[src/rtl/afifo_pkg.sv]
// afifo_pkg: pointer code conversions, full compare and flush FSM encoding shared by both FIFO controllers
// bin2gray/gray2bin/full_match work on zero-extended MAX_W vectors so any pointer width up to MAX_W fits
package afifo_pkg;
  localparam int MAX_W = 32;
  typedef enum logic [1:0] {IDLE, DRAIN, ACK, WAIT} flush_state_t;
  function automatic logic [MAX_W-1:0] bin2gray(input logic [MAX_W-1:0] b);
    return b ^ (b >> 1);
  endfunction
  function automatic logic [MAX_W-1:0] gray2bin(input logic [MAX_W-1:0] g);
    logic [MAX_W-1:0] b;
    for (int i = 0; i < MAX_W; i++) b[i] = ^(g >> i);
    return b;
  endfunction
  // Full when the write Gray pointer equals the read one with its top two bits inverted
  function automatic logic full_match(input logic [MAX_W-1:0] wg, input logic [MAX_W-1:0] rg, input int w);
    return wg == (rg ^ (MAX_W'(3) << (w - 2)));
  endfunction
endpackage

[src/rtl/afifo_gray_ptr.sv]
// afifo_gray_ptr: binary+Gray FIFO pointer register with increment enable
// clk/reset: clock, sync active-high reset; i_inc: advance pointer
// o_addr: memory address (binary without wrap bit); o_bin_next/o_gray_next: next-state pointer; o_gray: registered Gray pointer
module afifo_gray_ptr
  import afifo_pkg::*;
#(
  parameter int W = 5
) (
  input  logic         clk,
  input  logic         reset,
  input  logic         i_inc,
  output logic [W-2:0] o_addr,
  output logic [W-1:0] o_bin_next,
  output logic [W-1:0] o_gray,
  output logic [W-1:0] o_gray_next
);
  logic [W-1:0] r_bin;
  logic [W-1:0] r_gray;
  assign o_bin_next  = r_bin + W'(i_inc);
  assign o_gray_next = W'(bin2gray(MAX_W'(o_bin_next)));
  assign o_addr      = r_bin[W-2:0];
  assign o_gray      = r_gray;
  always_ff @(posedge clk) begin
    if (reset) begin
      r_bin  <= '0;
      r_gray <= '0;
    end else begin
      r_bin  <= o_bin_next;
      r_gray <= o_gray_next;
    end
  end
endmodule

[src/rtl/afifo_wr_ctrl.sv]
// afifo_wr_ctrl: async FIFO write-domain controller with full/almost-full/level flags and flush-drain handshake
// wr_valid/wr_data/wr_ready: producer handshake; rptr_gray_sync: synchronized read Gray pointer; wptr_gray: to read domain
// mem_we/mem_waddr/mem_wdata: memory write port; full/almost_full/level: registered pessimistic status; flush_req/flush_ack: drain handshake
module afifo_wr_ctrl
  import afifo_pkg::*;
#(
  parameter int DATA_WIDTH   = 32,
  parameter int ADDR_WIDTH   = 4,
  parameter int AFULL_THRESH = 2
) (
  input  logic                  clk,
  input  logic                  reset,
  input  logic                  wr_valid,
  input  logic [DATA_WIDTH-1:0] wr_data,
  output logic                  wr_ready,
  input  logic [ADDR_WIDTH:0]   rptr_gray_sync,
  output logic [ADDR_WIDTH:0]   wptr_gray,
  output logic                  mem_we,
  output logic [ADDR_WIDTH-1:0] mem_waddr,
  output logic [DATA_WIDTH-1:0] mem_wdata,
  output logic                  full,
  output logic                  almost_full,
  output logic [ADDR_WIDTH:0]   level,
  input  logic                  flush_req,
  output logic                  flush_ack
);
  localparam int PTR_W = ADDR_WIDTH + 1;
  localparam int DEPTH = 1 << ADDR_WIDTH;
  flush_state_t     r_state;
  logic             r_full;
  logic             r_afull;
  logic             r_ack;
  logic [PTR_W-1:0] r_level;
  logic             w_accept;
  logic             w_drained;
  logic [PTR_W-1:0] w_wbin_next;
  logic [PTR_W-1:0] w_wgray_next;
  logic [PTR_W-1:0] w_rbin;
  logic [PTR_W-1:0] w_level_next;
  assign wr_ready     = ~r_full & (r_state == IDLE) & ~reset;
  assign w_accept     = wr_valid & wr_ready;
  assign mem_we       = w_accept;
  assign mem_wdata    = wr_data;
  assign w_rbin       = PTR_W'(gray2bin(MAX_W'(rptr_gray_sync)));
  assign w_level_next = w_wbin_next - w_rbin;
  assign w_drained    = rptr_gray_sync == wptr_gray;
  assign full         = r_full;
  assign almost_full  = r_afull;
  assign level        = r_level;
  assign flush_ack    = r_ack;
  afifo_gray_ptr #(.W(PTR_W)) u_wptr (
    .clk         (clk),
    .reset       (reset),
    .i_inc       (w_accept),
    .o_addr      (mem_waddr),
    .o_bin_next  (w_wbin_next),
    .o_gray      (wptr_gray),
    .o_gray_next (w_wgray_next)
  );
  // ACK and WAIT share one exit rule: hold off new writes until flush_req drops
  always_ff @(posedge clk) begin
    if (reset) begin
      r_state <= IDLE;
      r_full  <= 1'b0;
      r_afull <= 1'b0;
      r_level <= '0;
      r_ack   <= 1'b0;
    end else begin
      r_full  <= full_match(MAX_W'(w_wgray_next), MAX_W'(rptr_gray_sync), PTR_W);
      r_level <= w_level_next;
      r_afull <= w_level_next >= PTR_W'(DEPTH - AFULL_THRESH);
      r_ack   <= (r_state == DRAIN) & w_drained;
      r_state <= (r_state == IDLE)  ? (flush_req ? DRAIN : IDLE) :
                 (r_state == DRAIN) ? (w_drained ? ACK : DRAIN) :
                 (flush_req ? WAIT : IDLE);
    end
  end
endmodule
[config.mk]
export PLATFORM = sky130hd
export DESIGN_NAME = afifo_wr_ctrl
export DESIGN_NICKNAME = d
export VERILOG_FILES = /design/src/rtl/afifo_pkg.sv /design/src/rtl/afifo_gray_ptr.sv /design/src/rtl/afifo_wr_ctrl.sv
export SDC_FILE = /design/constraint.sdc
export NUM_CORES = 1
export LEC_CHECK = 0
export ABC_AREA = 1
export CORE_UTILIZATION = 31
export DETAILED_ROUTE_END_ITERATION = 8
export PLACE_DENSITY_LB_ADDON = 0.05
export SETUP_SLACK_MARGIN = 0.3
export SYNTH_ARGS = -nofsm -noshare
export SYNTH_HDL_FRONTEND = slang
export SYNTH_SLANG_ARGS = --single-unit
[constraint.sdc]
create_clock -name clk -period 2.45 [get_ports clk]
set_clock_uncertainty 0.2 [all_clocks]
set_input_delay 0.3675 -clock clk [delete_from_list [all_inputs] [get_ports clk]]
set_output_delay 0.3675 -clock clk [all_outputs]
set_load 0.02 [all_outputs]
==> impl_metrics.tcl <==
set metrics [dict create \
    post-route-min-period_ns 2.36 \
    final-seq-area_um2 383 \
    diodes 0 \
    netlist_area_um2 1270 \
    synth-seq-cells 19 \
    seq_area_frac_synth_pct 30.0 \
    drtPass1Iterations 4 \
    first_iter_violations 23 \
    rr_worst_depth 13 \
    r2r-start "r_state[1]" \
    synth_compound_gate_area_share_pct 2.56 \
    finalHoldViolCount 0 \
    async_flop_share_pct 0 \
    ctsHoldBuffers 0 \
    multi_input_comb_area_um2 793 \
    arrival_ns 2.31 \
    path_max_fanout 4 \
    cts_tree "done" \
    drc_errors 0 \
    num_io_pins 92 \
    hold_path_class "flop to flop" \
    grt_pass1_vias 1052 \
    grt_max_degree 17 \
    path_class "flop to flop" \
    synth_common_cells "32 x buf_4, 27 x nand2_1, 19 x dfxtp_1" \
    drt-total-wl_um 2970 \
    vias 1081 \
    numCtsBuffers 3 \
    grt_pass1_wl_um 4580 \
    finalNetCount 248 \
    io_buffers 27 \
    yosysTopAreaCell "dfxtp_1" \
    total_leakage_power_nw 0.837 \
    period_share_pct 96.3 \
    synth_xor_area_share_pct 10.8 \
    grt_overflow 0 \
    syn_inst 169 \
    synthToLayoutAreaGrowth_pct 49.0 \
    synthesis.area_per_instance_um2 7.51 \
    globalplace.congestion 0.739 \
    grt.total_usage_pct 14.2 \
    worstReg2RegEnd "almost_full" \
    r2r_slack_ns 0.09 \
    clock_path_buffers 2 \
    antenna_found_initial 0 \
    die_h_um 66.0 \
    clk_pin_slew_ns 0.07 \
    drv_cap 0 \
    yosys_warnings 0 \
    synth-main-ff-cell "dfxtp_1" \
    synth_most_common_cell "buf_4" \
    cellPowerDensity_nw_per_um2 460 \
    power_uw 871 \
    setup.worst_path.end_class "flop" \
    ys_types 21 \
    worst_slew_pin_slew_ns 0.268 \
    rsz0062_at_grt "yes" \
    finalSetupViolations 0 \
    avgViaCountPerCell 4.38 \
    dp.cells 234 \
    cts.htree.levels 1 \
    required_ns 2.40 \
    initial_core_util_pct 33.4 \
    fp.dieW_um 66.0 \
    drive_above_1_share_pct 43.2 \
    coreArea_um2 3800 \
    synthTopCellsByArea "dfxtp_1 30%, buf_4 19%, nand2_1 8.0%" \
    report.final.slew_viol_count 0 \
    min_to "r_state[1]" \
    status "complete, no violations" \
    cts.sinks 19 \
    worstSetupStartpointType "flop" \
    yosys.area_share.adder_pct 7.49 \
    fillers 404 \
    synth_edf_count 0 \
    wire_per_inst_um 12.0 \
    detail-route-antenna-nets 0 \
    synth_top_family_by_area "buffers and inverters" \
    relSlewSlack_pct 82.0 \
    fmax_ghz 0.424 \
    min_path_cells 3 \
    num_rows 22 \
    dpl.hpwl_um 2390 \
    synth_nets 217 \
    synth-simple-area-share_pct 24.0 \
    ir_drop_mv 0.191 \
    clockRootBuffer "clkbuf_8" \
    clk_latency_ns 0.25 \
    synthMuxAreaShare_pct 0 \
    dieArea_um2 4360 \
    hold_start "r_state[1]" \
    layout.cells.non_filler 247 \
    yosysTopAreaCellShare_pct 30.0 \
]
cell families after synthesis:
kind of cell | Yosys count
AO/OA/AOI/OAI | 6
XOR/XNOR | 14
adder cells (fa/ha/maj) | 7
buffers and inverters | 53
flip-flops | 19
AND/OR/NAND/NOR | 70
sequential cells by signal, indices dropped and copies added (netlist names):
register       count
r_state            2
level              5
u_wptr.o_gray      5
almost_full        1
u_wptr.r_bin       4
flush_ack          1
full               1
timing repair:
item | in CTS | in global routing
endpoints found under the setup margin | 11 | 10
endpoints found under the hold margin | 0 | 0
resized for setup | 19 | 18
setup buffers | 5 | 4
pin swaps | 11 | 10
critical path, stage by stage, from the launching register on:
cell     delay, ns
dfxtp_2       0.32
or2_4         0.26
nor3_4        0.12
and2_4        0.17
ha_4          0.15
nand3_2       0.12
xor2_4        0.21
inv_2         0.07
ha_4          0.29
nand3_2       0.08
nand2_1       0.07
nand2_1       0.05
nand3_1       0.09
nand2_1       0.06
area by class of cell:
cell class,count,share of cell area [%]
clock buffers,3,2.18
clock inverters,1,0.265
inverters,19,4.17
multi-input cells,97,41.9
flip-flops and latches,19,20.2
well taps,48,3.17
repair buffers,60,28.0
worst max path at each step:
stage	start	end	slack, ns	cells after the start
3_3_place_gp	rptr_gray_sync[3]	almost_full	-0.37	15
3_5_place_dp	rptr_gray_sync[3]	almost_full	-0.42	13
6_report	r_state[1]	almost_full	0.09	13
2_1_floorplan	r_state[0]	almost_full	-0.05	13
4_1_cts	r_state[1]	almost_full	0.08	10
5_1_grt	r_state[1]	almost_full	-0.03	13
stage by stage:
step	util, %	TNS, ns	cell area (µm²)	setup slack [ns]	hold WS, ns
2_1_floorplan	-	-0.0802	1400	-0.0461	0.245
3_3_place_gp	43.6	-1.67	1660	-0.369	0.253
3_5_place_dp	43.6	-1.85	1660	-0.418	0.282
4_1_cts	47.2	0	1790	0.0841	0.395
5_1_grt	49.8	-0.0412	1890	-0.0326	0.415
6_report	49.8	0	1890	0.0895	0.396
power breakdown:
| group | total, mW | switching, mW | internal (mW) |
|---|---|---|---|
| Clock | 0.216 | 0.103 | 0.113 |
| Combinational | 0.315 | 0.150 | 0.165 |
| Sequential | 0.340 | 0.00896 | 0.331 |
cell usage in the layout (no fill, tap or decap):
| master | instances |
|---|---|
| nor3_2 | 1 |
| or2_2 | 1 |
| and2_4 | 1 |
| nand2_2 | 10 |
| clkbuf_8 | 3 |
| ha_4 | 6 |
| nor3_4 | 1 |
| xor2_2 | 4 |
| xnor2_1 | 2 |
| nand3b_1 | 1 |
| nand3_2 | 2 |
| xor2_4 | 2 |
| inv_4 | 3 |
| buf_4 | 28 |
| a21oi_4 | 1 |
| nand3_1 | 12 |
| dlygate4sd2_1 | 5 |
| a21oi_1 | 1 |
| fa_2 | 1 |
| xnor2_2 | 2 |
| xor2_1 | 4 |
| clkinv_2 | 1 |
| inv_1 | 10 |
| nor3_1 | 1 |
| o211ai_1 | 1 |
| a21oi_2 | 2 |
| clkdlybuf4s50_1 | 21 |
| o21ai_0 | 1 |
| buf_6 | 5 |
| clkdlybuf4s15_1 | 1 |
| nand2_4 | 1 |
| nor2_2 | 2 |
| nand2_1 | 20 |
| dfxtp_1 | 17 |
| or2_4 | 1 |
| inv_2 | 6 |
| dfxtp_2 | 2 |
| nor2_1 | 16 |
per-layer routing:
layer / part of all wire [%] / track usage (%) / up-vias
met2: 50 / 24.2 / 32
met4: 3.8 / 10.1 / 0
met1: 41 / 15.7 / 483
met5: 0 / 0 / -
li1: - / - / 542
met3: 5.1 / 2.59 / 24
No activity file was read; power rests on OpenSTA's default activity.
